--- config.mk ---
export PLATFORM = sky130hd
export DESIGN_NAME = mem_bus_arbiter
export DESIGN_NICKNAME = d
export VERILOG_FILES = /design/src/rtl/mem_bus_arbiter.sv
export SDC_FILE = /design/constraint.sdc
export NUM_CORES = 1
export LEC_CHECK = 0
export ABC_AREA = 1
export CAP_MARGIN = 20
export CORE_AREA = 2 2 126 128
export CTS_CLUSTER_SIZE = 10
export DETAILED_ROUTE_END_ITERATION = 8
export DIE_AREA = 0 0 128 130
export GPL_TIMING_DRIVEN = 0
export PLACE_DENSITY = 0.52
export SKIP_CTS_REPAIR_TIMING = 1
export SYNTH_ARGS = -nofsm -noshare
export SYNTH_HDL_FRONTEND = slang
export SYNTH_SLANG_ARGS = --single-unit
--- constraint.sdc ---
create_clock -name clk -period 3.24 [get_ports clk]
set_input_delay 0.324 -clock clk [delete_from_list [all_inputs] [get_ports clk]]
set_output_delay 0.324 -clock clk [all_outputs]
set_load 0.02 [all_outputs]
--- src/rtl/mem_bus_arbiter.sv ---
// mem_bus_arbiter: shares one downstream memory port between the instruction-fetch (I) and
// load/store (D) requesters. One owner at a time; the grant is held until the owner's final
// beat is accepted, then at least one idle cycle passes before the next grant.
//
// Ports:
//   clk, resetn                     clock, synchronous active-low reset
//   i_valid/i_is_write/i_addr/...   I-side request; i_ready/i_last/i_rdata response
//   d_valid/d_is_write/d_addr/...   D-side request; d_ready/d_last/d_rdata response
//   m_valid/m_is_write/m_addr/...   downstream request muxed from the owner
//   m_ready/m_last/m_rdata          downstream beat handshake and read data
//   proto_err                       sticky: last-beat / burst-length disagreement seen
//   busy                            a transaction is owned
//
// Optional build macro ARB_ROUND_ROBIN_EN: when defined, simultaneous requests alternate
// between sides via rr_ptr; otherwise D always wins over I.
module mem_bus_arbiter #(
  parameter int unsigned ADDR_W = 32,
  parameter int unsigned DATA_W = 32,
  parameter int unsigned LEN_W  = 4
) (
  input  logic              clk,
  input  logic              resetn,
  input  logic              i_valid,
  input  logic              i_is_write,
  input  logic [ADDR_W-1:0] i_addr,
  input  logic [LEN_W-1:0]  i_len,
  input  logic [DATA_W-1:0] i_wdata,
  input  logic [DATA_W/8-1:0] i_strobe,
  output logic              i_ready,
  output logic              i_last,
  output logic [DATA_W-1:0] i_rdata,
  input  logic              d_valid,
  input  logic              d_is_write,
  input  logic [ADDR_W-1:0] d_addr,
  input  logic [LEN_W-1:0]  d_len,
  input  logic [DATA_W-1:0] d_wdata,
  input  logic [DATA_W/8-1:0] d_strobe,
  output logic              d_ready,
  output logic              d_last,
  output logic [DATA_W-1:0] d_rdata,
  output logic              m_valid,
  output logic              m_is_write,
  output logic [ADDR_W-1:0] m_addr,
  output logic [LEN_W-1:0]  m_len,
  output logic [DATA_W-1:0] m_wdata,
  output logic [DATA_W/8-1:0] m_strobe,
  input  logic              m_ready,
  input  logic              m_last,
  input  logic [DATA_W-1:0] m_rdata,
  output logic              proto_err,
  output logic              busy
);

  typedef enum logic [1:0] {StIdle, StGrantI, StGrantD} state_e;

  localparam logic [LEN_W:0] CntOne = 1;

  state_e         r_state, w_state_nxt;
  logic [LEN_W:0] r_beat_cnt, w_beat_cnt_nxt;
  logic           r_proto_err, w_proto_err_nxt;
  logic           w_own_i, w_own_d, w_beat, w_pick_d;
  logic [LEN_W:0] w_len_ext, w_len_plus1;

`ifdef ARB_ROUND_ROBIN_EN
  // 0: I wins a tie, 1: D wins a tie
  logic r_rr_ptr, w_rr_ptr_nxt;
  assign w_pick_d = d_valid & (~i_valid | r_rr_ptr);
`else
  assign w_pick_d = d_valid;
`endif

  assign w_own_i = (r_state == StGrantI);
  assign w_own_d = (r_state == StGrantD);

  // Request fields follow the owner; outside a grant m_valid is 0 so the mux value is moot.
  always_comb begin
    m_valid    = 1'b0;
    m_is_write = w_own_d ? d_is_write : i_is_write;
    m_addr     = w_own_d ? d_addr     : i_addr;
    m_len      = w_own_d ? d_len      : i_len;
    m_wdata    = w_own_d ? d_wdata    : i_wdata;
    m_strobe   = w_own_d ? d_strobe   : i_strobe;
    if (w_own_i) m_valid = i_valid;
    if (w_own_d) m_valid = d_valid;
  end

  assign w_beat      = m_valid & m_ready;
  assign i_ready     = w_own_i & w_beat;
  assign i_last      = i_ready & m_last;
  assign d_ready     = w_own_d & w_beat;
  assign d_last      = d_ready & m_last;
  assign i_rdata     = m_rdata;
  assign d_rdata     = m_rdata;
  assign busy        = (r_state != StIdle);
  assign proto_err   = r_proto_err;
  assign w_len_ext   = {1'b0, m_len};
  assign w_len_plus1 = w_len_ext + CntOne;

  always_comb begin
    w_state_nxt     = r_state;
    w_beat_cnt_nxt  = r_beat_cnt;
    w_proto_err_nxt = r_proto_err;
`ifdef ARB_ROUND_ROBIN_EN
    w_rr_ptr_nxt    = r_rr_ptr;
`endif
    case (r_state)
      StIdle: begin
        w_beat_cnt_nxt = '0;
        if (w_pick_d) begin
          w_state_nxt = StGrantD;
`ifdef ARB_ROUND_ROBIN_EN
          w_rr_ptr_nxt = 1'b0;
`endif
        end else if (i_valid) begin
          w_state_nxt = StGrantI;
`ifdef ARB_ROUND_ROBIN_EN
          w_rr_ptr_nxt = 1'b1;
`endif
        end
      end
      StGrantI, StGrantD: begin
        if (w_beat) begin
          w_beat_cnt_nxt = r_beat_cnt + CntOne;
          // Memory's idea of the final beat must agree with the requested length.
          if (m_last && (r_beat_cnt != w_len_ext)) w_proto_err_nxt = 1'b1;
          if (!m_last && (r_beat_cnt == w_len_plus1)) w_proto_err_nxt = 1'b1;
          if (m_last) w_state_nxt = StIdle;
        end
      end
      default: w_state_nxt = StIdle;
    endcase
  end

  always_ff @(posedge clk) begin
    if (!resetn) begin
      r_state     <= StIdle;
      r_beat_cnt  <= '0;
      r_proto_err <= 1'b0;
`ifdef ARB_ROUND_ROBIN_EN
      r_rr_ptr    <= 1'b0;
`endif
    end else begin
      r_state     <= w_state_nxt;
      r_beat_cnt  <= w_beat_cnt_nxt;
      r_proto_err <= w_proto_err_nxt;
`ifdef ARB_ROUND_ROBIN_EN
      r_rr_ptr    <= w_rr_ptr_nxt;
`endif
    end
  end

endmodule
==> flow_metrics.py <==
metrics = {
    "global_route": {
        "grt_pass1_wl_um": 17300,
        "grt_pass1_vias": 3171,
        "grt.total_usage": 0.134,
        "grt_max_degree": 11,
        "antenna_found_initial": 0,
        "grt_remaining_overflow": 0,
    },
    "routing": {
        "wl_per_cell_um": 13.3,
        "drtIter0Drc": 80,
        "drc_errors": 0,
        "vias": 3361,
        "routed_via_density": 3.71,
        "ant_nets": 0,
        "firstDrtPassIters": 4,
        "drt_wl_total_um": 12000,
    },
    "yosys": {
        "yosys.area.top_type": "nand2_1",
        "ys_seq_elements": 8,
        "synthSimpleGateAreaFrac": 0.550,
        "syn_nets": 605,
        "synth.top_cell.area_share": 0.448,
        "ys.warnings.count": 0,
        "synth_xor_area_frac": 0.00420,
        "synth_edf_count": 0,
        "synth_area_per_cell_um2": 5.02,
        "synth_cells": 416,
        "yosysSeqAreaShare": 0.0767,
        "netlist_area_mm2": 0.00209,
        "synth_cell_types": 25,
        "synthAdderAreaFrac": 0.0300,
        "synth_area_leaders": "nand2_1 (45%), buf_4 (23%), dfxtp_1 (7.7%)",
        "synth_top_family_by_area": "simple AND/OR/NAND/NOR gates",
        "synth_compound_area_frac": 0.0360,
        "yosys_most_used_dff": "dfxtp_1",
        "synth.mux.area_fraction": 0,
        "synthArstFlopShare": 0,
    },
    "final_layout": {
        "layout_commonest_cell": "clkdlybuf4s50_1",
        "syn_to_final_growth_pct": 156,
        "multiInputGateArea_mm2": 0.00129,
        "drive_gt1_frac": 0.121,
        "seqCellArea_um2": 160,
        "layout_common_cells": "clkdlybuf4s50_1 (295), nand2_1 (249), buf_4 (65)",
        "finish.utilization": 0.347,
        "final_area_mm2": 0.00535,
        "nFillCells": 1687,
        "final_nets": 904,
        "antenna_cells": 0,
    },
    "setup_path": {
        "slowest_delay_ps": 620,
        "crit_path_start_kind": "flip-flop",
        "r2r_cells": 16,
        "crit_top_cell": "nand2_1",
        "crit_chain": "inv_1 > ha_1 > inv_2 > buf_6 > clkbuf_1 > nand2_1 > nand2_1 > clkdlybuf4s50_1",
        "r2r-end": "proto_err$_SDFFE_PN0P_",
        "criticalPathCategory": "reg2out",
        "cp-end-kind": "output port",
        "rrSetupSlack_ps": 980,
        "arrival_ps": 2620,
        "worstPathMaxFanout": 10,
        "required_ps": 2920,
        "crit_slowest_cell": "clkdlybuf4s50_1",
        "reg2reg_from": "r_state[0]$_SDFFE_PN0P_",
    },
    "floorplanning": {
        "die_h_um": 130,
        "die_w_um": 128,
        "design.die.area_mm2": 0.0166,
        "io_pins": 328,
        "core-area_mm2": 0.0154,
        "rows": 46,
        "floorplan.initialDensity": 0.135,
    },
    "clocking": {
        "clock_path_buffers": 2,
        "clk_latency_ps": 230,
        "cts_root_buf": "clkbuf_16",
        "cts_tree": "built",
        "clock_sink_count": 8,
        "clkTransAtPathRegs_ps": 40,
        "h-tree-depth": 1,
        "numCtsBuffers": 3,
    },
    "sta": {
        "grt_setup_unrepaired": "no",
        "setup_viol": 0,
        "max_freq_mhz": 339,
        "tns_ps": 0,
        "worstMarginPinSlew_ps": 755,
        "slew_violations": 0,
        "layout_min_cycle_time_ps": 2950,
        "fin_skew_ps": 1.33,
        "hold_viol_final": 0,
        "period_share": 0.910,
        "relSlewSlack": 0.497,
    },
    "min_path": {
        "hp-class": "reg2reg",
        "holdPathEnd": "proto_err$_SDFFE_PN0P_",
        "min_delay_path_depth": 2,
        "min_from": "proto_err$_SDFFE_PN0P_",
    },
    "power_and_ir_drop": {
        "powerDensity_mw_per_mm2": 481,
        "finalPower_mw": 2.57,
        "p_leak_nw": 2.47,
        "vdd_ir_drop_max_mv": 0.259,
    },
    "place": {
        "dp_hpwl_um": 10400,
        "port_buffers": 295,
        "gp_congestion": 0.815,
        "placed_area_mm2": 0.00528,
    },
    "status": {
        "outcome": "completed",
    },
    "job": {
        "maxCapViolations": 0,
    },
}
[cells by family (layout without fill, tap and decap cells)]
group / count (synthesis) / count (layout)
compound gates: 13 / 13
xor+xnor: 1 / 1
fa+ha+maj: 5 / 5
simple gates: 288 / 288
buf+inv: 101 / 398
flops: 8 / 8
[state kept, by name (all words and copies together), names as in the netlist]
signal,flops
r_beat_cnt,5
r_state,2
proto_err,1
[area by class of cell]
type	count	area share
buffer	79	0.103
clock buffer	3	0.0140
inverter	21	0.0147
multi-input combinational	307	0.242
sequential	8	0.0299
tap	192	0.0449
timing repair buffer	295	0.552
[worst max-delay path by stage]
stage                     slack, ps  cells after the start                     end                     from
after floorplan                1180                     17  proto_err$_SDFFE_PN0P_  r_state[0]$_SDFFE_PN0P_
after global placement          220                      8             m_wdata[29]  r_state[0]$_SDFFE_PN0P_
after detailed placement        210                      8             m_wdata[29]  r_state[0]$_SDFFE_PN0P_
after CTS                       -60                      8             m_wdata[29]  r_state[0]$_SDFFE_PN0P_
after global routing             40                      8             m_wdata[16]  r_state[0]$_SDFFE_PN0P_
final                           290                      8             m_wdata[16]  r_state[0]$_SDFFE_PN0P_
[cell usage after synthesis, types with 2 or more instances]
master	count
dfxtp_1	8
nand3_1	12
clkbuf_1	12
nand2_4	2
a21oi_2	2
o21ai_0	2
buf_4	65
inv_1	17
nand2_2	5
inv_2	3
nor3_2	2
ha_1	5
nor2_1	13
or2_2	2
nand2_1	249
a21oi_1	8
[power breakdown]
| part | internal, mW | switching, mW | leakage (nW) | total, mW |
|---|---|---|---|---|
| logic | 1.00 | 1.24 | 2.37 | 2.24 |
| registers | 0.111 | 0.00777 | 0.0648 | 0.119 |
| clock network | 0.159 | 0.0491 | 0.0370 | 0.208 |
[per-layer routing]
layer  track usage  part of all wire
met1         0.155              0.41
met2         0.258              0.50
met4        0.0162            0.0074
met5             0                 0
met3        0.0295             0.085
[worst max-delay path: cells and delay by family, from the launching register on]
family / cells / cell delay [ps]
adder cells (fa/ha/maj): 1 / 250
buffers and inverters: 5 / 1560
flip-flops: 1 / 320
AND/OR/NAND/NOR: 2 / 260
[per-stage QoR]
stage	instances	hold WS, ps	setup WS [ps]
final	905	456	292
after detailed placement	903	453	209
after CTS	906	460	-56.8
after global placement	903	454	218
after global routing	905	493	43.2
after floorplan	416	447	1180
Note: power is estimated with default switching activity, not from simulation.
